[src/rtl/karatsuba_gf2_mult_seq.sv]
// Sequential one-level Karatsuba carry-less multiplier that time-shares a single P x P GF(2) multiplier.
// Optional MOD_REDUCE_EN adds a RED state that folds the product modulo POLY into a W-bit result.
module karatsuba_gf2_mult_seq #(
    parameter int             W    = 41,
    parameter logic [W:0]     POLY = 42'h200_0000_0009
) (
    input  logic             clk,
    input  logic             rst_n,
    input  logic             in_valid,
    output logic             in_ready,
    input  logic [W-1:0]     A,
    input  logic [W-1:0]     B,
    output logic             out_valid,
    input  logic             out_ready,
`ifdef MOD_REDUCE_EN
    output logic [W-1:0]     C
`else
    output logic [2*W-2:0]   C
`endif
);

    // state  | meaning
    // IDLE   | waiting for operands, in_ready=1
    // MUL_L  | computing L = Al*Bl
    // MUL_H  | computing H = Ah*Bh
    // MUL_M  | computing M and recombining the full product
    // RED    | folding the product modulo POLY (MOD_REDUCE_EN only)
    // DONE   | result held on C until out_ready

    localparam int P   = (W + 1) / 2;
    localparam int HW  = W - P;
    localparam int PW  = 2 * P - 1;
    localparam int PRW = 2 * W - 1;
`ifdef MOD_REDUCE_EN
    localparam int CW  = W;
`else
    localparam int CW  = PRW;
`endif

    typedef enum logic [2:0] {
        IDLE  = 3'd0,
        MUL_L = 3'd1,
        MUL_H = 3'd2,
        MUL_M = 3'd3,
        RED   = 3'd4,
        DONE  = 3'd5
    } state_t;

    state_t          state_q, state_d;
    logic [W-1:0]    a_q, a_d, b_q, b_d;
    logic [PW-1:0]   l_q, l_d, h_q, h_d;
    logic [CW-1:0]   c_q, c_d;
`ifdef MOD_REDUCE_EN
    logic [PRW-1:0]  p_q, p_d;
`endif

    logic [P-1:0]    al, bl, ah, bh;
    logic [P-1:0]    mul_x, mul_y;
    logic [PW-1:0]   mul_r;
    logic [PW-1:0]   mid;
    logic [PRW-1:0]  prod;

    function automatic logic [PW-1:0] clmul_p(input logic [P-1:0] x, input logic [P-1:0] y);
        logic [PW-1:0] r;
        r = '0;
        for (int i = 0; i < P; i++) begin
            if (y[i]) r = r ^ (PW'(x) << i);
        end
        return r;
    endfunction

`ifdef MOD_REDUCE_EN
    function automatic logic [W-1:0] reduce(input logic [PRW-1:0] p);
        logic [PRW-1:0] r;
        r = p;
        for (int i = PRW - 1; i >= W; i--) begin
            if (r[i]) r = r ^ (PRW'(POLY) << (i - W));
        end
        return r[W-1:0];
    endfunction
`endif

    assign al = a_q[P-1:0];
    assign bl = b_q[P-1:0];
    assign ah = P'(a_q[W-1:P]);
    assign bh = P'(b_q[W-1:P]);

    // The single shared multiplier; operands selected by the current phase.
    always_comb begin
        mul_x = '0;
        mul_y = '0;
        case (state_q)
            MUL_L: begin mul_x = al;      mul_y = bl;      end
            MUL_H: begin mul_x = ah;      mul_y = bh;      end
            MUL_M: begin mul_x = al ^ ah; mul_y = bl ^ bh; end
            default: ;
        endcase
    end

    assign mul_r = clmul_p(mul_x, mul_y);
    assign mid   = mul_r ^ h_q ^ l_q;
    assign prod  = (PRW'(h_q) << (2 * P)) ^ (PRW'(mid) << P) ^ PRW'(l_q);

    always_comb begin
        state_d = state_q;
        a_d     = a_q;
        b_d     = b_q;
        l_d     = l_q;
        h_d     = h_q;
        c_d     = c_q;
`ifdef MOD_REDUCE_EN
        p_d     = p_q;
`endif
        case (state_q)
            IDLE: begin
                if (in_valid) begin
                    a_d     = A;
                    b_d     = B;
                    state_d = MUL_L;
                end
            end
            MUL_L: begin
                l_d     = mul_r;
                state_d = MUL_H;
            end
            MUL_H: begin
                h_d     = mul_r;
                state_d = MUL_M;
            end
            MUL_M: begin
`ifdef MOD_REDUCE_EN
                p_d     = prod;
                state_d = RED;
`else
                c_d     = prod;
                state_d = DONE;
`endif
            end
            RED: begin
`ifdef MOD_REDUCE_EN
                c_d     = reduce(p_q);
`endif
                state_d = DONE;
            end
            DONE: begin
                if (out_ready) state_d = IDLE;
            end
            default: state_d = IDLE;
        endcase
    end

    always_ff @(posedge clk or negedge rst_n) begin
        if (!rst_n) begin
            state_q <= IDLE;
            a_q     <= '0;
            b_q     <= '0;
            l_q     <= '0;
            h_q     <= '0;
            c_q     <= '0;
`ifdef MOD_REDUCE_EN
            p_q     <= '0;
`endif
        end else begin
            state_q <= state_d;
            a_q     <= a_d;
            b_q     <= b_d;
            l_q     <= l_d;
            h_q     <= h_d;
            c_q     <= c_d;
`ifdef MOD_REDUCE_EN
            p_q     <= p_d;
`endif
        end
    end

    assign in_ready  = (state_q == IDLE);
    assign out_valid = (state_q == DONE);
    assign C         = c_q;

endmodule
[config.mk]
export PLATFORM = sky130hd
export DESIGN_NAME = karatsuba_gf2_mult_seq
export DESIGN_NICKNAME = d
export VERILOG_FILES = /design/src/rtl/karatsuba_gf2_mult_seq.sv
export SDC_FILE = /design/constraint.sdc
export NUM_CORES = 1
export LEC_CHECK = 0
export CAP_MARGIN = 15
export CORE_MARGIN = 5
export CORE_UTILIZATION = 55
export DETAILED_ROUTE_END_ITERATION = 6
export PLACE_DENSITY = 0.79
export SLEW_MARGIN = 40
export SYNTH_ARGS = -nofsm -noshare
export SYNTH_HDL_FRONTEND = slang
export SYNTH_SLANG_ARGS = --single-unit
[constraint.sdc]
create_clock -name clk -period 3.6 [get_ports clk]
set_input_delay 0.36 -clock clk [delete_from_list [all_inputs] [get_ports clk]]
set_output_delay 0.36 -clock clk [all_outputs]
set_load 0.01 [all_outputs]
### Word level (Yosys, flattened, before mapping)

Cells that the tools add are included.

* equality and inequality tests: 7
* multiplexer cells: 26
* bitwise logic cells: 26
* reductions and logical operators: 4

Operators by type and width (number)
* 2-to-1 mux 41 bit: 20
* case mux 21 bit (3 select lines): 2
* bitwise XOR 41 bit: 3
* bitwise XOR 81 x 41 -> 81 bit: 1
* bitwise XOR 81 x 62 -> 81 bit: 1
* bitwise XOR 21 x 20 -> 21 bit: 2
* bitwise XOR 41 x 22 -> 41 bit: 1
* bitwise XOR 41 x 23 -> 41 bit: 1
* bitwise XOR 41 x 24 -> 41 bit: 1
* bitwise XOR 41 x 25 -> 41 bit: 1
* bitwise XOR 41 x 26 -> 41 bit: 1
* bitwise XOR 41 x 27 -> 41 bit: 1
* bitwise XOR 41 x 28 -> 41 bit: 1
* bitwise XOR 41 x 29 -> 41 bit: 1
* bitwise XOR 41 x 30 -> 41 bit: 1
* bitwise XOR 41 x 31 -> 41 bit: 1
* bitwise XOR 41 x 32 -> 41 bit: 1
* bitwise XOR 41 x 33 -> 41 bit: 1
* bitwise XOR 41 x 34 -> 41 bit: 1
* bitwise XOR 41 x 35 -> 41 bit: 1
* bitwise XOR 41 x 36 -> 41 bit: 1
* bitwise XOR 41 x 37 -> 41 bit: 1
* bitwise XOR 41 x 38 -> 41 bit: 1
* bitwise XOR 41 x 39 -> 41 bit: 1
* 12 further kinds: 16

* bits in registers: 248
* input port bits: 86
* output and inout port bits: 83
* word-level logic and storage cells: 69

### Longest topological paths before layout

Gate-level depths: netlist (run 1).

* depth after elaboration: 47
* mapped depth: 13
* depth with buffers taken out: 8

### Least setup slack after synthesis (run 1)

No wires, ideal clock.

* kind: register -> register
* start point: reg state_q[0]
* end point: reg c_q[41], in the netlist C[41]
* library setup time: 125 ps
* arrival: 2568 ps
* data required time: 3475 ps
* path slack: 908 ps
* cell stages (with the launch flop): 10
* buffers on the path: 1
* period minus slack after synthesis: 2692 ps
* cell sequence: dfrtp_1 -> buf_6 -> nand2_1 -> xor2_1 -> nand3_1 -> xnor3_1 -> xnor3_1 -> xor2_2 -> xnor3_1 -> mux2_2

* word-level cells in the longest chain between the ends: 47
* elaborated cells on any way between the ends: 50
* those cells by class: 3 x eq/ne; 23 x mux; 24 x bitwise

RTL lines
* from (decl): line 49 `state_t state_q, state_d;`
* from (signal assigned): line 164 `state_q <= state_d;`
* equality test 3 x 2 -> 1 bit, or another cell as far along: line 92, 114
* case mux 21 bit (3 select lines): line 92 `case (state_q)`
* 2-to-1 mux 21 bit: line 67 `if (y[i]) r = r ^ (PW'(x) << i);`
* bitwise XOR 41 x 22 -> 41 bit: line 67
* 2-to-1 mux 41 bit: line 67
* bitwise XOR 41 x 23 -> 41 bit: line 67
* 2-to-1 mux 41 bit: line 67
* bitwise XOR 41 x 24 -> 41 bit: line 67
* [... 30 more ...]
* 2-to-1 mux 41 bit: line 67
* bitwise XOR 41 x 40 -> 41 bit: line 67
* 2-to-1 mux 41 bit: line 67
* bitwise XOR 41 bit: line 67
* 2-to-1 mux 41 bit: line 67
* bitwise XOR 41 bit (2 in a row): line 101 `assign mid = mul_r ^ h_q ^ l_q;`
* bitwise XOR 81 x 62 -> 81 bit: line 102 `assign prod = (PRW'(h_q) << (2 * P)) ^ (PRW'(mid) << P) ^ PRW'(l_q);`
* bitwise XOR 81 x 41 -> 81 bit: line 102
* to (signal assigned): line 159 `c_q <= '0;`
* to (signal assigned): line 169 `c_q <= c_d;`
* to (decl): line 52 `logic [CW-1:0] c_q, c_d;`

Several ways; a longest one is shown, not always the timed one.
A chain may end at the register's enable or synchronous reset.

### Final worst setup path (run 1)

* start point: reg state_q[0]
* end point: reg c_q[47], in the netlist C[47]

* word-level cells in the longest chain between the ends: 45
* elaborated cells on any way between the ends: 48
* those cells by class: 3 x eq/ne; 22 x mux; 23 x bitwise

RTL lines (line)
* equality test 3 x 2 -> 1 bit, or another cell as far along: 92, 114
* case mux 21 bit (3 select lines): 92
* 2-to-1 mux 41 bit: 67
* bitwise XOR 41 x 23 -> 41 bit: 67
* 2-to-1 mux 41 bit: 67
* bitwise XOR 41 x 24 -> 41 bit: 67
* 2-to-1 mux 41 bit: 67
* bitwise XOR 41 x 25 -> 41 bit: 67
* [... 28 more ...]
* 2-to-1 mux 41 bit: 67
* bitwise XOR 41 x 40 -> 41 bit: 67
* 2-to-1 mux 41 bit: 67
* bitwise XOR 41 bit: 67
* 2-to-1 mux 41 bit: 67
* bitwise XOR 41 bit (2 in a row): 101
* bitwise XOR 81 x 62 -> 81 bit: 102
* bitwise XOR 81 x 41 -> 81 bit: 102

Several ways; a longest one is shown, not always the timed one.

==> results.yml, run 1 <==
outcome:
  status: "completed"
detailed_routing:
  routed-via-count: 14000
  wire_per_inst_um: 20.4
  ant_nets: 0
  wirelength_um: 49300
  viasPerCell: 5.79
  drt_iter0_drc: 1484
  drc: 0
  dr.pass1.iters: 6
timing:
  setup_slack_ns: 0.103
  finalHoldViolCount: 0
  fin_crit_ns: 3.50
  final.setup_skew_ns: 0.0207
  slew_violations: 0
  finalSetupViolCount: 0
  slew_headroom_pct: 45.2
  fmax_ghz: 0.286
  rsz0062_at_grt: "no"
  post-route-period-util_pct: 97.1
  setup-tns-final_ns: 0
  tightest_slew_ns: 0.822
hold_path:
  worstHoldPathType: "input port to asynchronous set/reset pin"
worst_setup_path:
  endpoint_kind: "register"
  crit_type: "register to register"
  worstSetupStartpointType: "register"
  r2r_setup_slack_ns: 0.10
  worstPathRequired_ns: 3.99
  crit_arrival_ns: 3.89
  cp_max_fo: 18
cells_and_area:
  syn_to_final_growth_pct: 17.0
  fin_nets: 2036
  drive_above_1_share_pct: 16.6
  diodes: 0
  final_cell_mix: "nand3_1 (409), xnor2_1 (305), dfrtp_1 (247), nand2_1 (196), clkdlybuf4s50_1 (167)"
  final_util_pct: 64.6
  final_common_cell: "nand3_1"
clocking:
  tritoncts: "yes"
  clock-sinks: 248
  htree_levels: 1
  path_clk_slew_ns: 0.06
  root_buffer: "clkbuf_16"
  worstSkewPairLatency_ns: 0.56
  cts_buffers: 28
  cts_buffer_depth: 3
global_route:
  grt-ovfl-total: 0
  grt_pass1_vias: 14200
  grt_max_degree: 109
  antenna_found_initial: 1
  grt_usage_pct: 27.2
  grt_pass1_wl_um: 79100
run:
  drv_cap: 0
synth:
  syn_area_per_cell_um2: 9.69
  synth_nets: 1926
  ys_ff_latch: 248
  seq_area_frac_synth_pct: 34.8
  synth_top_area_share_pct: 34.8
  synth.lib_cells_used.distinct: 31
  synth_warnings: 0
  syn_area_mm2: 0.0178
  synthCells: 1840
  synth_top_cell_by_area: "dfrtp_1"
  netlist_top_cells_area: "dfrtp_1 (35%), xnor2_1 (15%), nand3_1 (12%)"
floorplanning:
  core-area_mm2: 0.0323
  die_w_um: 190
  die-area_mm2: 0.0361
  num_rows: 66
  start_util_pct: 55.2
  die_h_um: 190
  ios: 169
placement:
  dp_hpwl_um: 33200
  gp_congestion: 0.925
  pre_cts_slack_ns: 0.206
  portBuffers: 168
repair_timing:
item,CTS,global route
hold endpoints to repair,38,0
hold buffers,1,0
buffers inserted,0,0
resized for setup,0,1
endpoints found under the setup margin,0,4
per-stage QoR:
stage          cell area [µm²]  cells  hold WS, ns
2_1_floorplan            17800   1840       0.0644
3_3_place_gp             19800   2359        0.463
3_5_place_dp             19800   2360        0.277
4_1_cts                  20800   2413        0.290
5_1_grt                  20900   2414        0.335
6_report                 20900   2414        0.294
registers in the layout (all words and copies together), names as in the netlist:
signal	flops
C	81
a_q	41
b_q	41
h_q	41
l_q	41
state_q	3
kinds of logic (layout without fill, tap and decap cells):
| family | count (synthesis) | in the layout | synth area share (%) |
|---|---|---|---|
| muxes | 127 | 127 | 8.02 |
| DFF | 248 | 248 | 34.8 |
| xor gates and xnor gates | 511 | 511 | 30.1 |
| buffers and inverters | 173 | 305 | 5.78 |
| AOI/OAI and AO/OA | 119 | 119 | 3.34 |
| and+or+nand+nor | 662 | 662 | 18.0 |
Yosys cell counts, drive strengths merged:
cell    instances
o21ai         117
nand2         223
dfrtp         248
inv             2
a21oi           2
nand3         419
xnor2         313
nor2b           1
nand2b          1
xor2          153
mux2          127
clkbuf         54
nor3            2
xnor3          44
buf           117
and2           16
xor3            1
worst max-delay path, cell delays in order, from the launching register on:
cell and delay [ns]:
dfrtp_1 0.54, buf_4 0.26, nand2_1 0.08, xor2_1 0.51
buf_4 0.39, nand3_1 0.13, xnor2_1 0.20, xnor3_1 0.34
xnor3_1 0.58, xnor2_1 0.17, o21ai_0 0.11
layer usage:
layer	vias up	GRT usage, %	wire [µm]
li1	6331	-	-
met1	6792	35.7	19400
met2	690	45.1	23400
met3	154	4.70	4410
met4	2	10.9	2100
met5	-	0	13
path summary, 6_finish.rpt:
check | startpoint | endpoint | cells past startpoint
min | rst_n | l_q[16] | 2
max in group asynchronous | rst_n | l_q[32] | 4
min reg2reg | C[28] | C[28] | 2
max | state_q[0] | C[47] | 10
max reg2reg | state_q[0] | C[47] | 10
min in group clk | B[8] | b_q[8] | 2
area by class of cell:
cell class                 instances  area (µm²)
fill                            2503       11400
multi-input combinational       1419       10600
sequential                       248        6210
timing repair buffer             251        2480
clock buffer                      42         823
tap                              442         553
clock inverter                    10         153
inverter                           2        15.0
Power of run 1 is left out: the tool's default activity adds up to more than one toggle a clock period on the data nets, which glitch-free logic cannot reach.
==> run 2, diff against run 1 <==
Settings changed: CORE_UTILIZATION 55 to 25, PLACE_DENSITY 0.79 to 0.43.
==> run 2 against run 1 <==
Net effect: clock skew up 0.0056 ns; first-iteration DRC count down 38%; non-clock buffer count unchanged; flip-flop and latch count unchanged; hold slack worse by 0.039 ns; critical path type unchanged; highest routed layer is now met4.
==> results.yml, run 2 (synthesis gave the netlist of run 1 again) <==
worst_setup_path:
  cp_num_buf_inv: 2
  crit_type: "register to register"
  crit_family: "XOR/XNOR gates"
  r2r_setup_slack_ns: 0.37
  cp_cell_sequence: "buf_12, nand2_1, xor2_1, buf_4, nand3_1, xnor2_1, xnor2_1, xnor2_1, xnor3_1, o21ai_1"
  worstSetupStartpointType: "register"
  timing.rr.start: "state_q[0]"
  cp_max_fo: 19
  slowest_delay_ns: 0.56
  endpoint_kind: "register"
  critical-path-slowest-cell: "xor2_1"
  cpMostUsedCell: "xnor2_1"
  crit_arrival_ns: 3.73
  worstPathRequired_ns: 4.10
  cp-startpoint: "state_q[0]"
cells_and_area:
  fin_nets: 2039
  largest_reg_flops: 81
  final_common_cell: "nand3_1"
  final_cell_mix: "nand3_1 (409), xnor2_1 (305), dfrtp_1 (246), nand2_1 (196), clkdlybuf4s50_1 (167)"
  diodes: 0
  drive_above_1_share_pct: 16.8
  syn_to_final_growth_pct: 21.5
timing:
  setup-tns-final_ns: 0
  post-route-period-util_pct: 89.8
  slew_violations: 0
  final.setup_skew_ns: 0.0263
  rsz0062_at_grt: "no"
  finalHoldViolCount: 0
  fmax_ghz: 0.309
  slew_headroom_pct: 46.2
  tightest_slew_ns: 0.807
  fin_crit_ns: 3.23
  finalSetupViolCount: 0
detailed_routing:
  wire_per_inst_um: 19.7
  viasPerCell: 4.62
  ant_nets: 0
  wirelength_um: 57500
  routed-via-count: 13500
  dr.pass1.iters: 5
  drt_iter0_drc: 923
  drc: 0
clocking:
  clock-sinks: 248
  hold_buffers: 1
  path_clk_slew_ns: 0.06
  worstSkewPairLatency_ns: 0.59
  root_buffer: "clkbuf_16"
  postCtsSetupBuffers: 0
  cts_buffers: 31
  htree_levels: 1
  cts.repair.resized: 0
  tritoncts: "yes"
  cts_buffer_depth: 3
floorplanning:
  core-area_mm2: 0.0711
  ios: 169
  die_w_um: 277
  start_util_pct: 25.1
  num_rows: 98
  die-area_mm2: 0.0768
  die_h_um: 277
placement:
  gp_congestion: 0.805
  portBuffers: 168
  dp_hpwl_um: 39600
global_route:
  grt_pass1_wl_um: 89400
  antenna_found_initial: 1
  grt_pass1_vias: 14100
  grt_usage_pct: 14.7
  grt_max_degree: 88
  grt-ovfl-total: 0
outcome:
  status: "completed"
run:
  drv_cap: 0
hold_path:
  worstHoldPathType: "input port to asynchronous set/reset pin"
==> run 2: cell types whose count changed in the layout (fill, tap and decap cells not counted), moves of 2 or more <==
cell / change
buf_12: +9
buf_4: -9
inv_6: +2
clkbuf_16: +3
==> run 2: area by class of cell <==
cell class | count | area (µm²)
Fill cell | 7442 | 49400
Multi-Input combinational cell | 1419 | 10600
Sequential cell | 248 | 6210
Timing Repair Buffer | 251 | 2590
Tap cell | 950 | 1190
Clock buffer | 45 | 898
Clock inverter | 11 | 151
Inverter | 2 | 15.0
==> run 2: final timing paths <==
check                           endpoint  cells past startpoint
worst max-delay path               C[36]                     10
worst min-delay path               C[75]                      2
worst max register to register     C[36]                     10
worst min register to register     C[56]                      2
max in group asynchronous         a_q[8]                      4
min in group clk                 a_q[35]                      2
==> run 2: metal layers <==
metal	up-vias	part of all wire [%]	global-route usage (%)
met5	-	0	0
met4	0	2.6	3.68
met3	83	5.7	2.68
met2	413	46	23.5
met1	6658	46	20.8
li1	6352	-	-
==> run 2: metrics by stage <==
step / std cells / setup slack, ns / utilization (%) / cell area, µm² / hold slack [ns]
finish: 2926 / 0.368 / 30.5 / 21700 / 0.255
global route: 2926 / 0.169 / 30.5 / 21700 / 0.290
CTS: 2926 / 0.341 / 30.5 / 21700 / 0.251
detailed placement: 2869 / 0.370 / 29.0 / 20600 / 0.272
global placement: 2868 / 0.352 / 28.9 / 20600 / 0.463
floorplan: 1840 / 0.908 / - / 17800 / 0.0644
==> run 2: worst reg2reg max path, cell delays in order (launching register included) <==
cell and delay [ns]:
dfrtp_2 0.52, buf_12 0.21, nand2_1 0.08, xor2_1 0.56, buf_4 0.33, nand3_1 0.12
xnor2_1 0.15, xnor2_1 0.13, xnor2_1 0.46, xnor3_1 0.46, o21ai_1 0.13
Power of run 2 is left out for the same reason.
==> run 3, diff against run 2 <==
Settings changed: CORE_ASPECT_RATIO set to 1.5, SLEW_MARGIN 40 to 30.
==> run 3 against run 2 <==
Net effect: count of clock-buffer cells in the layout shrank 4; flip-flop and latch count is the same; die area grew 0.15%; largest cell class unchanged.
==> results.yml, run 3 (synthesis gave the netlist of run 1 again) <==
timing:
  slew_headroom_pct: 46.8
  fmax_ghz: 0.310
  fin_crit_ns: 3.22
  final.setup_skew_ns: 0.0190
  finalSetupViolCount: 0
  hold-worst-slack_ns: 0.258
  tightest_slew_ns: 0.798
  setup_slack_ns: 0.376
  slew_violations: 0
  rsz0062_at_grt: "no"
  finalHoldViolCount: 0
  post-route-period-util_pct: 89.6
  setup-tns-final_ns: 0
floorplanning:
  num_rows: 120
  die-area_mm2: 0.0769
  core-area_mm2: 0.0710
  ios: 169
  die_w_um: 228
  start_util_pct: 25.1
  die_h_um: 337
cells_and_area:
  diodes: 0
  final_common_cell: "nand3_1"
  fin_nets: 2068
  final_cell_mix: "nand3_1 (409), xnor2_1 (305), dfrtp_1 (246), nand2_1 (196), clkdlybuf4s50_1 (167)"
  largest_reg_flops: 81
  drive_above_1_share_pct: 18.0
  syn_to_final_growth_pct: 22.5
clocking:
  worstSkewPairLatency_ns: 0.58
  htree_levels: 1
  cts_buffers: 28
  root_buffer: "clkbuf_16"
  postCtsSetupBuffers: 0
  cts.repair.resized: 0
  tritoncts: "yes"
  path_clk_slew_ns: 0.07
  clock-sinks: 248
  cts_buffer_depth: 3
detailed_routing:
  wirelength_um: 60800
  dr.pass1.iters: 5
  drc: 0
  drt_iter0_drc: 958
  ant_nets: 0
  wire_per_inst_um: 20.8
  routed-via-count: 13600
  viasPerCell: 4.65
placement:
  gp_congestion: 0.854
  dp_hpwl_um: 42600
  pre_cts_slack_ns: 0.326
  portBuffers: 168
worst_setup_path:
  crit_type: "register to register"
  endpoint_kind: "register"
  crit_arrival_ns: 3.68
  worstPathRequired_ns: 4.05
  cp_max_fo: 22
  worstSetupStartpointType: "register"
global_route:
  grt_max_degree: 145
  grt-ovfl-total: 0
  antenna_found_initial: 1
  grt_pass1_vias: 14000
  grt_pass1_wl_um: 92000
  grt_usage_pct: 15.4
outcome:
  status: "completed"
run:
  drv_cap: 0
hold_path:
  worstHoldPathType: "input port to asynchronous set/reset pin"
## run 3: cell count changes in the layout (fill, tap and decap cells not counted), moves of 2 or more
cell,delta
clkinvlp_4,+2
buf_4,+26
clkbuf_16,-2
inv_6,-5
buf_12,+7
## run 3: final timing paths
path                                  from       to  slack [ns]  depth (start not counted)
worst max-delay path            state_q[1]    C[42]        0.38                          9
worst min-delay path                 rst_n  b_q[24]        0.26                          2
worst max register to register  state_q[1]    C[42]        0.38                          9
worst min register to register       C[29]    C[29]        0.48                          2
max in group asynchronous            rst_n    C[68]        2.45                          3
min in group clk                     A[26]  a_q[26]        0.39                          2
## run 3: timing repair
action / CTS / global route
hold buffers: 1 / 0
endpoints found under the setup margin: 0 / 0
hold endpoints to repair: 43 / 0
## run 3: area by class of cell
| class | count | area, µm² |
|---|---|---|
| flip-flops and latches | 248 | 6210 |
| multi-input cells | 1419 | 10600 |
| inverters | 2 | 15.0 |
| well taps | 915 | 1140 |
| fillers | 7450 | 49200 |
| clock buffers | 41 | 831 |
| repair buffers | 283 | 2900 |
| clock inverters | 10 | 139 |
## run 3: worst max-delay path, cell delays in order, from the launching register on
cell	delay, ns
dfrtp_2	0.62
buf_12	0.23
nand2_2	0.08
xor2_2	0.39
nand3_1	0.20
xor2_1	0.29
xnor2_2	0.16
xnor3_1	0.44
xor3_1	0.40
mux2_2	0.27
## run 3: routing by layer
layer | track usage, % | share of wire, % | up-vias
met2 | 28.1 | 51 | 366
met1 | 18.6 | 41 | 6704
met4 | 5.99 | 3.9 | 0
li1 | - | - | 6388
met5 | 0 | 0 | -
met3 | 1.94 | 4.3 | 107
## run 3: per-stage QoR
| step | std cells | util [%] | instance area (µm²) |
|---|---|---|---|
| global placement | 2866 | 29.4 | 20900 |
| CTS | 2918 | 30.8 | 21900 |
| floorplan | 1840 | - | 17800 |
| global route | 2918 | 30.8 | 21900 |
| finish | 2918 | 30.8 | 21900 |
| detailed placement | 2866 | 29.4 | 20900 |
Power of run 3 is left out for the same reason.
